$ cat src/rtl/spi_master_ctrl.sv
// SPI frame sequencer: one 10-bit command frame per request,
// optional turnaround and 8-bit MISO read, all on the system clock.
module spi_master_ctrl #(
  parameter int unsigned TURNAROUND = 2,
  parameter int unsigned GAP_CYCLES = 1
) (
  input  logic       clk,
  input  logic       rst_n,
  input  logic       req_valid,
  output logic       req_ready,
  input  logic [1:0] req_cmd,
  input  logic [7:0] req_data,
  output logic       rsp_valid,
  output logic [7:0] rsp_data,
  output logic       busy,
  output logic       SS_n,
  output logic       MOSI,
  input  logic       MISO
);

  typedef enum logic [2:0] {
    S_IDLE,
    S_SELECT,
    S_SHIFT,
    S_TURN,
    S_READ,
    S_GAP
  } state_t;

  localparam logic [3:0] TURN_LAST = 4'(TURNAROUND - 1);
  localparam logic [3:0] GAP_LAST  = 4'(GAP_CYCLES - 1);

  state_t     state_q;
  state_t     state_d;
  logic [3:0] cnt_q;
  logic [3:0] cnt_d;
  logic [9:0] tx_q;
  logic [9:0] tx_d;
  logic [7:0] rx_q;
  logic [7:0] rx_d;
  logic       rd_q;
  logic       rd_d;
  logic       accept;
  logic       rsp_valid_d;
  logic [7:0] rsp_data_d;
  logic       ss_n_d;
  logic       mosi_d;
  logic       busy_d;
  logic       ready_d;

  assign accept = req_valid && req_ready && (state_q == S_IDLE);

  always_comb begin
    state_d     = state_q;
    cnt_d       = cnt_q;
    tx_d        = tx_q;
    rx_d        = rx_q;
    rd_d        = rd_q;
    rsp_valid_d = 1'b0;
    rsp_data_d  = rsp_data;
    unique case (state_q)
      S_IDLE: begin
        if (accept) begin
          tx_d    = {req_cmd, req_data};
          rd_d    = (req_cmd == 2'b11);
          cnt_d   = 4'd0;
          state_d = S_SELECT;
        end
      end
      S_SELECT: begin
        cnt_d   = 4'd0;
        state_d = S_SHIFT;
      end
      S_SHIFT: begin
        if (cnt_q == 4'd9) begin
          cnt_d   = 4'd0;
          state_d = rd_q ? S_TURN : S_GAP;
        end else begin
          cnt_d = cnt_q + 4'd1;
          tx_d  = {tx_q[8:0], 1'b0};
        end
      end
      S_TURN: begin
        if (cnt_q == TURN_LAST) begin
          cnt_d   = 4'd0;
          state_d = S_READ;
        end else begin
          cnt_d = cnt_q + 4'd1;
        end
      end
      S_READ: begin
        rx_d = {rx_q[6:0], MISO};
        if (cnt_q == 4'd7) begin
          cnt_d       = 4'd0;
          state_d     = S_GAP;
          rsp_valid_d = 1'b1;
          rsp_data_d  = {rx_q[6:0], MISO};
        end else begin
          cnt_d = cnt_q + 4'd1;
        end
      end
      S_GAP: begin
        if (cnt_q == GAP_LAST) begin
          cnt_d   = 4'd0;
          state_d = S_IDLE;
        end else begin
          cnt_d = cnt_q + 4'd1;
        end
      end
      default: begin
        cnt_d   = 4'd0;
        state_d = S_IDLE;
      end
    endcase
  end

  // Pins are registered from the next state so they line up with it.
  always_comb begin
    ss_n_d  = (state_d == S_IDLE) || (state_d == S_GAP);
    mosi_d  = 1'b0;
    if ((state_d == S_SELECT) || (state_d == S_SHIFT)) begin
      mosi_d = tx_d[9];
    end
    busy_d  = (state_d != S_IDLE);
    ready_d = (state_d == S_IDLE);
  end

  always_ff @(posedge clk) begin
    if (!rst_n) begin
      state_q   <= S_IDLE;
      cnt_q     <= 4'd0;
      tx_q      <= 10'd0;
      rx_q      <= 8'd0;
      rd_q      <= 1'b0;
      rsp_valid <= 1'b0;
      rsp_data  <= 8'd0;
      SS_n      <= 1'b1;
      MOSI      <= 1'b0;
      busy      <= 1'b0;
      req_ready <= 1'b0;
    end else begin
      state_q   <= state_d;
      cnt_q     <= cnt_d;
      tx_q      <= tx_d;
      rx_q      <= rx_d;
      rd_q      <= rd_d;
      rsp_valid <= rsp_valid_d;
      rsp_data  <= rsp_data_d;
      SS_n      <= ss_n_d;
      MOSI      <= mosi_d;
      busy      <= busy_d;
      req_ready <= ready_d;
    end
  end

endmodule

$ cat config.mk
export PLATFORM = sky130hd
export DESIGN_NAME = spi_master_ctrl
export DESIGN_NICKNAME = d
export VERILOG_FILES = /design/src/rtl/spi_master_ctrl.sv
export SDC_FILE = /design/constraint.sdc
export NUM_CORES = 1
export LEC_CHECK = 0
export CORE_ASPECT_RATIO = 1.1
export CORE_MARGIN = 5
export CORE_UTILIZATION = 47
export DETAILED_ROUTE_END_ITERATION = 16
export GPL_TIMING_DRIVEN = 0
export PLACE_DENSITY = 0.84
export SLEW_MARGIN = 20
export SYNTH_ARGS = -nofsm -noshare
export SYNTH_HDL_FRONTEND = slang
export SYNTH_SLANG_ARGS = --single-unit
$ cat constraint.sdc
create_clock -name clk -period 1.75 [get_ports clk]
set_input_delay 0.35 -clock clk [delete_from_list [all_inputs] [get_ports clk]]
set_output_delay 0.35 -clock clk [all_outputs]
set_load 0.05 [all_outputs]
==> insert_results.sql, run 1 <==
INSERT INTO impl_metrics (metric_group, metric, value, unit) VALUES
('run_status', 'status', 'finished, final reports clean', ''),
('worst_setup_path', 'end_kind', 'output pin', ''),
('sta', 'post-route-worst-setup-slack', '52.9', 'ps'),
('clock_tree', 'cts_made_buffers', '5', ''),
('worst_setup_path', 'critPathLaunchType', 'flop', ''),
('logic_synthesis', 'synth.area.mux_share', '0.0482', ''),
('floorplanning', 'floorplan.io_pins', '27', ''),
('sta', 'post-route-min-period', '1700', 'ps'),
('route', 'routedWlPerCell', '13.8', 'microns'),
('flow_run', 'max_cap_viol_count', '0', ''),
('logic_synthesis', 'synth_simple_gate_area_share', '0.267', ''),
('logic_synthesis', 'synth_area_leader_cell', 'sky130_fd_sc_hd__dfxtp_1', ''),
('cells_and_area', 'nNetsFinal', '238', ''),
('route', 'detail_route.wirelength', '3720', 'microns'),
('floorplanning', 'floorplan.die.width', '66.7', 'microns'),
('sta', 'finalCritPeriodShare', '0.970', ''),
('worst_setup_path', 'critical_path_data_arrival_time', '1350', 'ps'),
('cells_and_area', 'fraction_of_layout_cells_with_a_size_suffix_above_1', '0.181', ''),
('logic_synthesis', 'syn_nets', '199', ''),
('worst_setup_path', 'critical-path-top-delay-family', 'buffers and inverters', ''),
('clock_tree', 'clock_insertion_delay_worst_skew', '350', 'ps'),
('place', 'place.port_buffers', '26', ''),
('floorplanning', 'floorplan.initialDensity', '0.491', ''),
('route', 'dr_total_vias', '1432', ''),
('pwr', 'total_power_divided_by_cell_area', '735', 'nW/um^2'),
('clock_tree', 'cts.hold.buffers_added', '0', ''),
('cells_and_area', 'final_core_util', '0.644', ''),
('sta', 'rel_slew_slack', '0.673', ''),
('logic_synthesis', 'yosys_register_bits', '38', ''),
('logic_synthesis', 'combinational_family_with_the_most_area_after_synthesis', 'simple AND/OR/NAND/NOR gates', ''),
('place', 'gp_congestion', '0.803', ''),
('pwr', 'vdd_ir_drop_max', '509', 'uV'),
('logic_synthesis', 'synth-async-reset-ratio', '0', ''),
('floorplanning', 'die_area', '4830', 'sq um'),
('logic_synthesis', 'syn-mean-instance-area', '9.13', 'sq um'),
('logic_synthesis', 'synth.top_cells.by_area', 'sky130_fd_sc_hd__dfxtp_1 (46%), sky130_fd_sc_hd__nand2_1 (6.6%), sky130_fd_sc_hd__a21oi_1 (5.7%), sky130_fd_sc_hd__a22oi_1 (5.4%), sky130_fd_sc_hd__mux2i_1 (4.8%)', ''),
('pwr', 'leakage_power_summed_over_all_cells', '0.824', 'nW'),
('sta', 'finalHoldViolations', '0', ''),
('logic_synthesis', 'postSynthCellCount', '182', ''),
('place', 'hpwlAfterDp', '2500', 'microns'),
('worst_setup_path', 'cp_data_required_time', '1400', 'ps'),
('route', 'vias_per_cell', '5.32', ''),
('logic_synthesis', 'synth_xor_xnor_area_share', '0.00527', ''),
('floorplanning', 'placeableCoreArea', '3390', 'sq um'),
('worst_setup_path', 'timing.critical_path.buf_inv', '1', ''),
('sta', 'setup_viol', '0', ''),
('worst_setup_path', 'crit_slowest_cell', 'sky130_fd_sc_hd__dlygate4sd2_1', ''),
('logic_synthesis', 'synth-compound-area-share', '0.150', ''),
('min_path', 'min-delay-path-class', 'reg -> reg', ''),
('clock_tree', 'cts_max_path_buffers', '2', ''),
('cells_and_area', 'num_antenna_cells', '0', ''),
('logic_synthesis', 'number_of_enable_flip_flop_cells_after_synthesis', '0', ''),
('sta', 'rsz0062_at_grt', 'true', ''),
('clock_tree', 'clock_tree.root_cell', 'sky130_fd_sc_hd__clkbuf_4', ''),
('logic_synthesis', 'yosys_most_used_dff', 'sky130_fd_sc_hd__dfxtp_1', ''),
('clock_tree', 'clock_sink_count', '38', ''),
('logic_synthesis', 'syn-cell-area', '1660', 'sq um'),
('global_route', 'global_route.usage.total', '0.164', ''),
('logic_synthesis', 'netlist_top_cells_count', 'sky130_fd_sc_hd__dfxtp_1 (38), sky130_fd_sc_hd__nand2_1 (29), sky130_fd_sc_hd__a21oi_1 (19)', ''),
('floorplanning', 'num_rows', '22', ''),
('worst_setup_path', 'cp_slowest_stage_delay', '560', 'ps'),
('place', 'dp_slack', '-182', 'ps'),
('logic_synthesis', 'synth_seq_area_share', '0.458', ''),
('worst_setup_path', 'timing.setup.critical_path_class', 'reg -> out', ''),
('clock_tree', 'worst_setup_hold_path_clk_slew', '120', 'ps'),
('sta', 'timing.fmax', '589', 'MHz'),
('sta', 'skew', '14.1', 'ps'),
('global_route', 'pin_count_of_the_biggest_net_entering_global_routing', '12', ''),
('global_route', 'global_route.overflow_total', '0', ''),
('clock_tree', 'htree_levels', '2', ''),
('global_route', 'number_of_global_route_vias_before_repair', '1406', '');
report_power, final:
part	internal [mW]	total, mW	switching (mW)
registers	0.893	0.912	0.0188
clock network	0.150	0.437	0.287
logic	0.110	0.255	0.145
total	1.15	1.60	0.451
flip-flops by register name (all words and copies together), names as in the netlist:
signal and flops:
MOSI 1, SS_n 1, busy 1, cnt_q 4, rd_q 1, req_ready 1, rsp_data 8, rsp_valid 1
rx_q 7, state_q 3, tx_q 10
repair_timing:
| item | 4_1_cts | 5_1_grt |
|---|---|---|
| resized for setup | 23 | 15 |
| pin swaps | 0 | 5 |
| endpoints found under the setup margin | 19 | 9 |
| buffers inserted | 1 | 5 |
kinds of logic after synthesis:
group | Yosys count
simple gates | 80
buf+inv | 14
compound gates | 38
fa+ha+maj | 3
flops | 38
xor+xnor | 1
mux | 8
cells in the final DEF (no fill, tap or decap), types with 2 or more instances in the layout:
cell and n:
sky130_fd_sc_hd__buf_4 8, sky130_fd_sc_hd__nor2_1 16, sky130_fd_sc_hd__dlygate4sd2_1 13, sky130_fd_sc_hd__dfxtp_4 2
sky130_fd_sc_hd__nand2b_1 2, sky130_fd_sc_hd__nor3b_4 2, sky130_fd_sc_hd__nor3b_2 3, sky130_fd_sc_hd__nor3_1 4
sky130_fd_sc_hd__buf_6 2, sky130_fd_sc_hd__mux2i_1 8, sky130_fd_sc_hd__dfxtp_2 2, sky130_fd_sc_hd__buf_2 2
sky130_fd_sc_hd__nand3_1 3, sky130_fd_sc_hd__clkdlybuf4s50_1 13, sky130_fd_sc_hd__and2_1 3, sky130_fd_sc_hd__a22oi_1 12
sky130_fd_sc_hd__nand3b_1 5, sky130_fd_sc_hd__a21oi_1 18, sky130_fd_sc_hd__or3b_1 2, sky130_fd_sc_hd__nand2_1 29
sky130_fd_sc_hd__ha_4 2, sky130_fd_sc_hd__clkbuf_1 4, sky130_fd_sc_hd__dfxtp_1 34, sky130_fd_sc_hd__clkbuf_4 5
metal layers:
metal  GRT usage  wire (microns)  vias to the layer above
met2       0.265            1820                       41
met4      0.0790              75                        0
li1            -               -                      710
met3      0.0480             193                       11
met1       0.199            1630                      670
met5           0               0                        -
worst paths after layout:
check                  start        end  depth (start not counted)
setup / recovery   req_ready  req_ready                          1
hold / removal       tx_q[3]    tx_q[3]                          2
setup reg to reg  state_q[1]       MOSI                          7
hold reg to reg      tx_q[3]    tx_q[3]                          2
stage by stage:
step	std cells	TNS, ps	hold slack, ps
after floorplan	182	0	434
after global placement	256	-897	443
after detailed placement	256	-1050	448
after CTS	264	0	463
after global routing	269	-58.9	484
final	269	0	462
final cells by class:
cell class / instances / area (sq um)
fillers: 289 / 1200
multi-input cells: 130 / 917
flip-flops and latches: 38 / 771
repair buffers: 32 / 302
plain buffers: 10 / 66.3
well taps: 48 / 60.1
clock buffers: 6 / 41.3
inverters: 4 / 17.5
clock inverters: 1 / 7.51
Power figures use the tool's default switching activity.
==> inputs of run 2 (changes only) <==
--- a/config.mk
+++ b/config.mk
@@ -5,12 +5,12 @@
 export SDC_FILE = /design/constraint.sdc
 export NUM_CORES = 1
 export LEC_CHECK = 0
-export CORE_ASPECT_RATIO = 1.1
 export CORE_MARGIN = 5
 export CORE_UTILIZATION = 47
 export DETAILED_ROUTE_END_ITERATION = 16
 export GPL_TIMING_DRIVEN = 0
 export PLACE_DENSITY = 0.84
+export SKIP_CTS_REPAIR_TIMING = 1
 export SLEW_MARGIN = 20
 export SYNTH_ARGS = -nofsm -noshare
 export SYNTH_HDL_FRONTEND = slang
==> run 2 against run 1 <==
Via count decreased by 0.49%. Highest routed layer unchanged. Die area hardly changed. Critical path type is now reg -> reg. The flow now finishes with violations (setup timing). Global-route usage decreased by 1.9 points. Hold slack better by 0.96 ps. Largest power group unchanged. Clock power shrank 3%. Utilization up 0.85 points.
==> insert_results.sql, run 2 (same netlist as run 1, synthesis figures left out) <==
INSERT INTO impl_metrics (metric_group, metric, value, unit) VALUES
('cells_and_area', 'most_common_cell_after_layout_fill_and_taps_aside', 'sky130_fd_sc_hd__dfxtp_1', ''),
('global_route', 'antenna_violations_before_repair', '0', ''),
('route', 'firstDrtPassIters', '4', ''),
('min_path', 'min-delay-path-class', 'reg -> reg', ''),
('sta', 'rel_slew_slack', '0.627', ''),
('sta', 'post-route-worst-setup-slack', '-4.05', 'ps'),
('floorplanning', 'floorplan.die.width', '69.5', 'microns'),
('worst_setup_path', 'end_kind', 'flop', ''),
('sta', 'skew', '11.9', 'ps'),
('cells_and_area', 'largest_reg_flops', '10', ''),
('worst_setup_path', 'rrSetupSlack', '-4', 'ps'),
('route', 'route.top_layer_used', 'met4', ''),
('floorplanning', 'num_rows', '21', ''),
('sta', 'timing.fmax', '570', 'MHz'),
('worst_setup_path', 'r2r_start', 'cnt_q[0]', ''),
('cells_and_area', 'nNetsFinal', '241', ''),
('pwr', 'total_power_divided_by_cell_area', '721', 'nW/um^2'),
('sta', 'finalHoldViolations', '0', ''),
('run_status', 'failed_checks', 'setup timing', ''),
('global_route', 'global_route_wire_length_before_repair', '5760', 'microns'),
('clock_tree', 'clock_tree.root_cell', 'sky130_fd_sc_hd__clkbuf_4', ''),
('global_route', 'number_of_global_route_vias_before_repair', '1314', ''),
('place', 'gp_congestion', '0.812', ''),
('sta', 'finalCritPeriodShare', '1.00', ''),
('place', 'place.port_buffers', '26', ''),
('worst_setup_path', 'worst_r2r_path_depth', '6', ''),
('clock_tree', 'worst_setup_hold_path_clk_slew', '110', 'ps'),
('clock_tree', 'tritoncts', 'built', ''),
('cells_and_area', 'largest-register', 'tx_q', ''),
('worst_setup_path', 'critical_path.reg2reg.endpoint', 'busy', ''),
('pwr', 'power.switching', '0.439', 'mW'),
('sta', 'tightest_slew', '559', 'ps'),
('flow_run', 'max_cap_viol_count', '0', ''),
('cells_and_area', 'mostFrequentLayoutCells', 'sky130_fd_sc_hd__dfxtp_1 (35), sky130_fd_sc_hd__nand2_1 (29), sky130_fd_sc_hd__a21oi_1 (17), sky130_fd_sc_hd__nor2_1 (16)', ''),
('route', 'ant_nets', '0', ''),
('route', 'detail_route.wirelength', '3570', 'microns'),
('cells_and_area', 'num_antenna_cells', '0', ''),
('cells_and_area', 'top_regs', 'tx_q x10, rsp_data x8, rx_q x7', ''),
('worst_setup_path', 'critical_path_data_arrival_time', '1990', 'ps'),
('route', 'vias_per_cell', '5.28', ''),
('floorplanning', 'die_h', '69.5', 'microns'),
('pwr', 'vdd_ir_drop_max', '554', 'uV'),
('pwr', 'sequentialPowerShare', '0.571', ''),
('sta', 'setup_viol', '1', ''),
('cells_and_area', 'fraction_of_layout_cells_with_a_size_suffix_above_1', '0.179', ''),
('cells_and_area', 'final_core_util', '0.653', ''),
('clock_tree', 'htree_levels', '2', ''),
('global_route', 'pin_count_of_the_biggest_net_entering_global_routing', '13', ''),
('clock_tree', 'cts_max_path_buffers', '2', ''),
('cells_and_area', 'multiInputGateArea', '882', 'sq um'),
('cells_and_area', 'fillCellCount', '262', ''),
('cells_and_area', 'regArea', '767', 'sq um'),
('route', 'detail_route.wirelength.met1', '1530', 'microns'),
('pwr', 'p_int', '1.16', 'mW'),
('sta', 'fin_tns_setup', '-4.05', 'ps'),
('clock_tree', 'clock_sink_count', '38', ''),
('global_route', 'global_route.overflow_total', '0', ''),
('place', 'instance_area_after_placement', '1980', 'sq um'),
('worst_setup_path', 'cp_data_required_time', '1990', 'ps'),
('route', 'dr_total_vias', '1425', ''),
('route', 'drt_drc_violations_left', '0', ''),
('sta', 'rsz0062_at_grt', 'true', ''),
('pwr', 'p_total', '1.60', 'mW'),
('sta', 'max_transition_viols_final', '0', ''),
('pwr', 'power.share.switching', '0.275', ''),
('place', 'hpwlAfterDp', '2380', 'microns'),
('floorplanning', 'die_area', '4820', 'sq um'),
('route', 'met3RoutedLength', '242', 'microns'),
('floorplanning', 'floorplan.io_pins', '27', ''),
('clock_tree', 'clock_insertion_delay_worst_skew', '350', 'ps'),
('cells_and_area', 'synthesis_to_finish_area_growth', '33.2', '%'),
('sta', 'post-route-min-period', '1750', 'ps'),
('worst_setup_path', 'crit_start', 'cnt_q[0]', ''),
('global_route', 'global_route.usage.total', '0.145', ''),
('route', 'routedWlPerCell', '13.2', 'microns'),
('route', 'met2WireLength', '1760', 'microns'),
('worst_setup_path', 'timing.setup.critical_path_class', 'reg -> reg', ''),
('pwr', 'combinationalPowerShare', '0.162', ''),
('clock_tree', 'cts_made_buffers', '5', ''),
('place', 'dp_slack', '-188', 'ps'),
('pwr', 'leakage_power_summed_over_all_cells', '0.993', 'nW'),
('floorplanning', 'placeableCoreArea', '3390', 'sq um'),
('worst_setup_path', 'critPathLaunchType', 'flop', ''),
('floorplanning', 'floorplan.initialDensity', '0.490', ''),
('run_status', 'status', 'finished, violations left', ''),
('cells_and_area', 'fin_area', '2210', 'sq um'),
('pwr', 'pwr-share-clk', '0.267', ''),
('worst_setup_path', 'worst-path-max-fanout', '7', ''),
('worst_setup_path', 'crit_end', 'busy', ''),
('route', 'detailedRoute.firstIterationViolations', '81', '');
-- run 2: cell count changes in the layout (fill, tap and decap cells not counted), sizes merged --
cell          change
buf               +3
clkbuf            -1
clkinvlp          +1
dlygate4sd2      -13
dlymetal6s2s     +13
-- run 2: worst min-delay path by stage --
stage / startpoint / endpoint / cells past startpoint
6_report: tx_q[2] / tx_q[2] / 2
5_1_grt: tx_q[2] / tx_q[2] / 2
4_1_cts: tx_q[2] / tx_q[2] / 2
3_5_place_dp: tx_q[2] / tx_q[2] / 2
3_3_place_gp: tx_q[3] / tx_q[3] / 2
2_1_floorplan: tx_q[9] / tx_q[9] / 2
-- run 2: layout make-up --
class                   instances  share of cell area
flip-flops and latches         38               0.347
multi-input cells             130               0.399
plain buffers                  10              0.0300
inverters                       4             0.00678
clock buffers                   5              0.0170
clock inverters                 2             0.00678
well taps                      46              0.0260
repair buffers                 35               0.168
-- run 2: through the flow --
stage	instances	hold slack (ps)
floorplan	182	434
global placement	254	443
detailed placement	254	448
CTS	261	464
global route	270	481
finish	270	463
-- run 2: power groups by stage --
stage	clock (mW)	combinational, mW	sequential, mW
after global placement	0	0.229	0.930
after global routing	0.474	0.281	0.915
after CTS	0.440	0.232	0.912
after detailed placement	0	0.231	0.931
final	0.426	0.258	0.912
after floorplan	0	0.122	0.960
-- run 2: routing by layer --
| layer | global-route usage | vias to the layer above |
|---|---|---|
| met3 | 0.0464 | 4 |
| met1 | 0.181 | 659 |
| li1 | - | 719 |
| met5 | 0 | - |
| met4 | 0.0521 | 0 |
| met2 | 0.234 | 43 |
-- run 2: worst max-delay path, cell delays in order (launching register included) --
cell                       delay (ps)
sky130_fd_sc_hd__dfxtp_4          370
sky130_fd_sc_hd__ha_1             230
sky130_fd_sc_hd__nand3b_1         260
sky130_fd_sc_hd__nor2_8           100
sky130_fd_sc_hd__nor4b_4          290
sky130_fd_sc_hd__nand3b_1         180
sky130_fd_sc_hd__and2_1           210
==> inputs of run 3 (changes only) <==
--- a/config.mk
+++ b/config.mk
@@ -7,6 +7,7 @@
 export LEC_CHECK = 0
 export CORE_MARGIN = 5
 export CORE_UTILIZATION = 47
+export CTS_CLUSTER_DIAMETER = 120
 export DETAILED_ROUTE_END_ITERATION = 16
 export GPL_TIMING_DRIVEN = 0
 export PLACE_DENSITY = 0.84
==> results of run 3 <==
The final DEF is identical to that of run 2; final timing and power are the same.
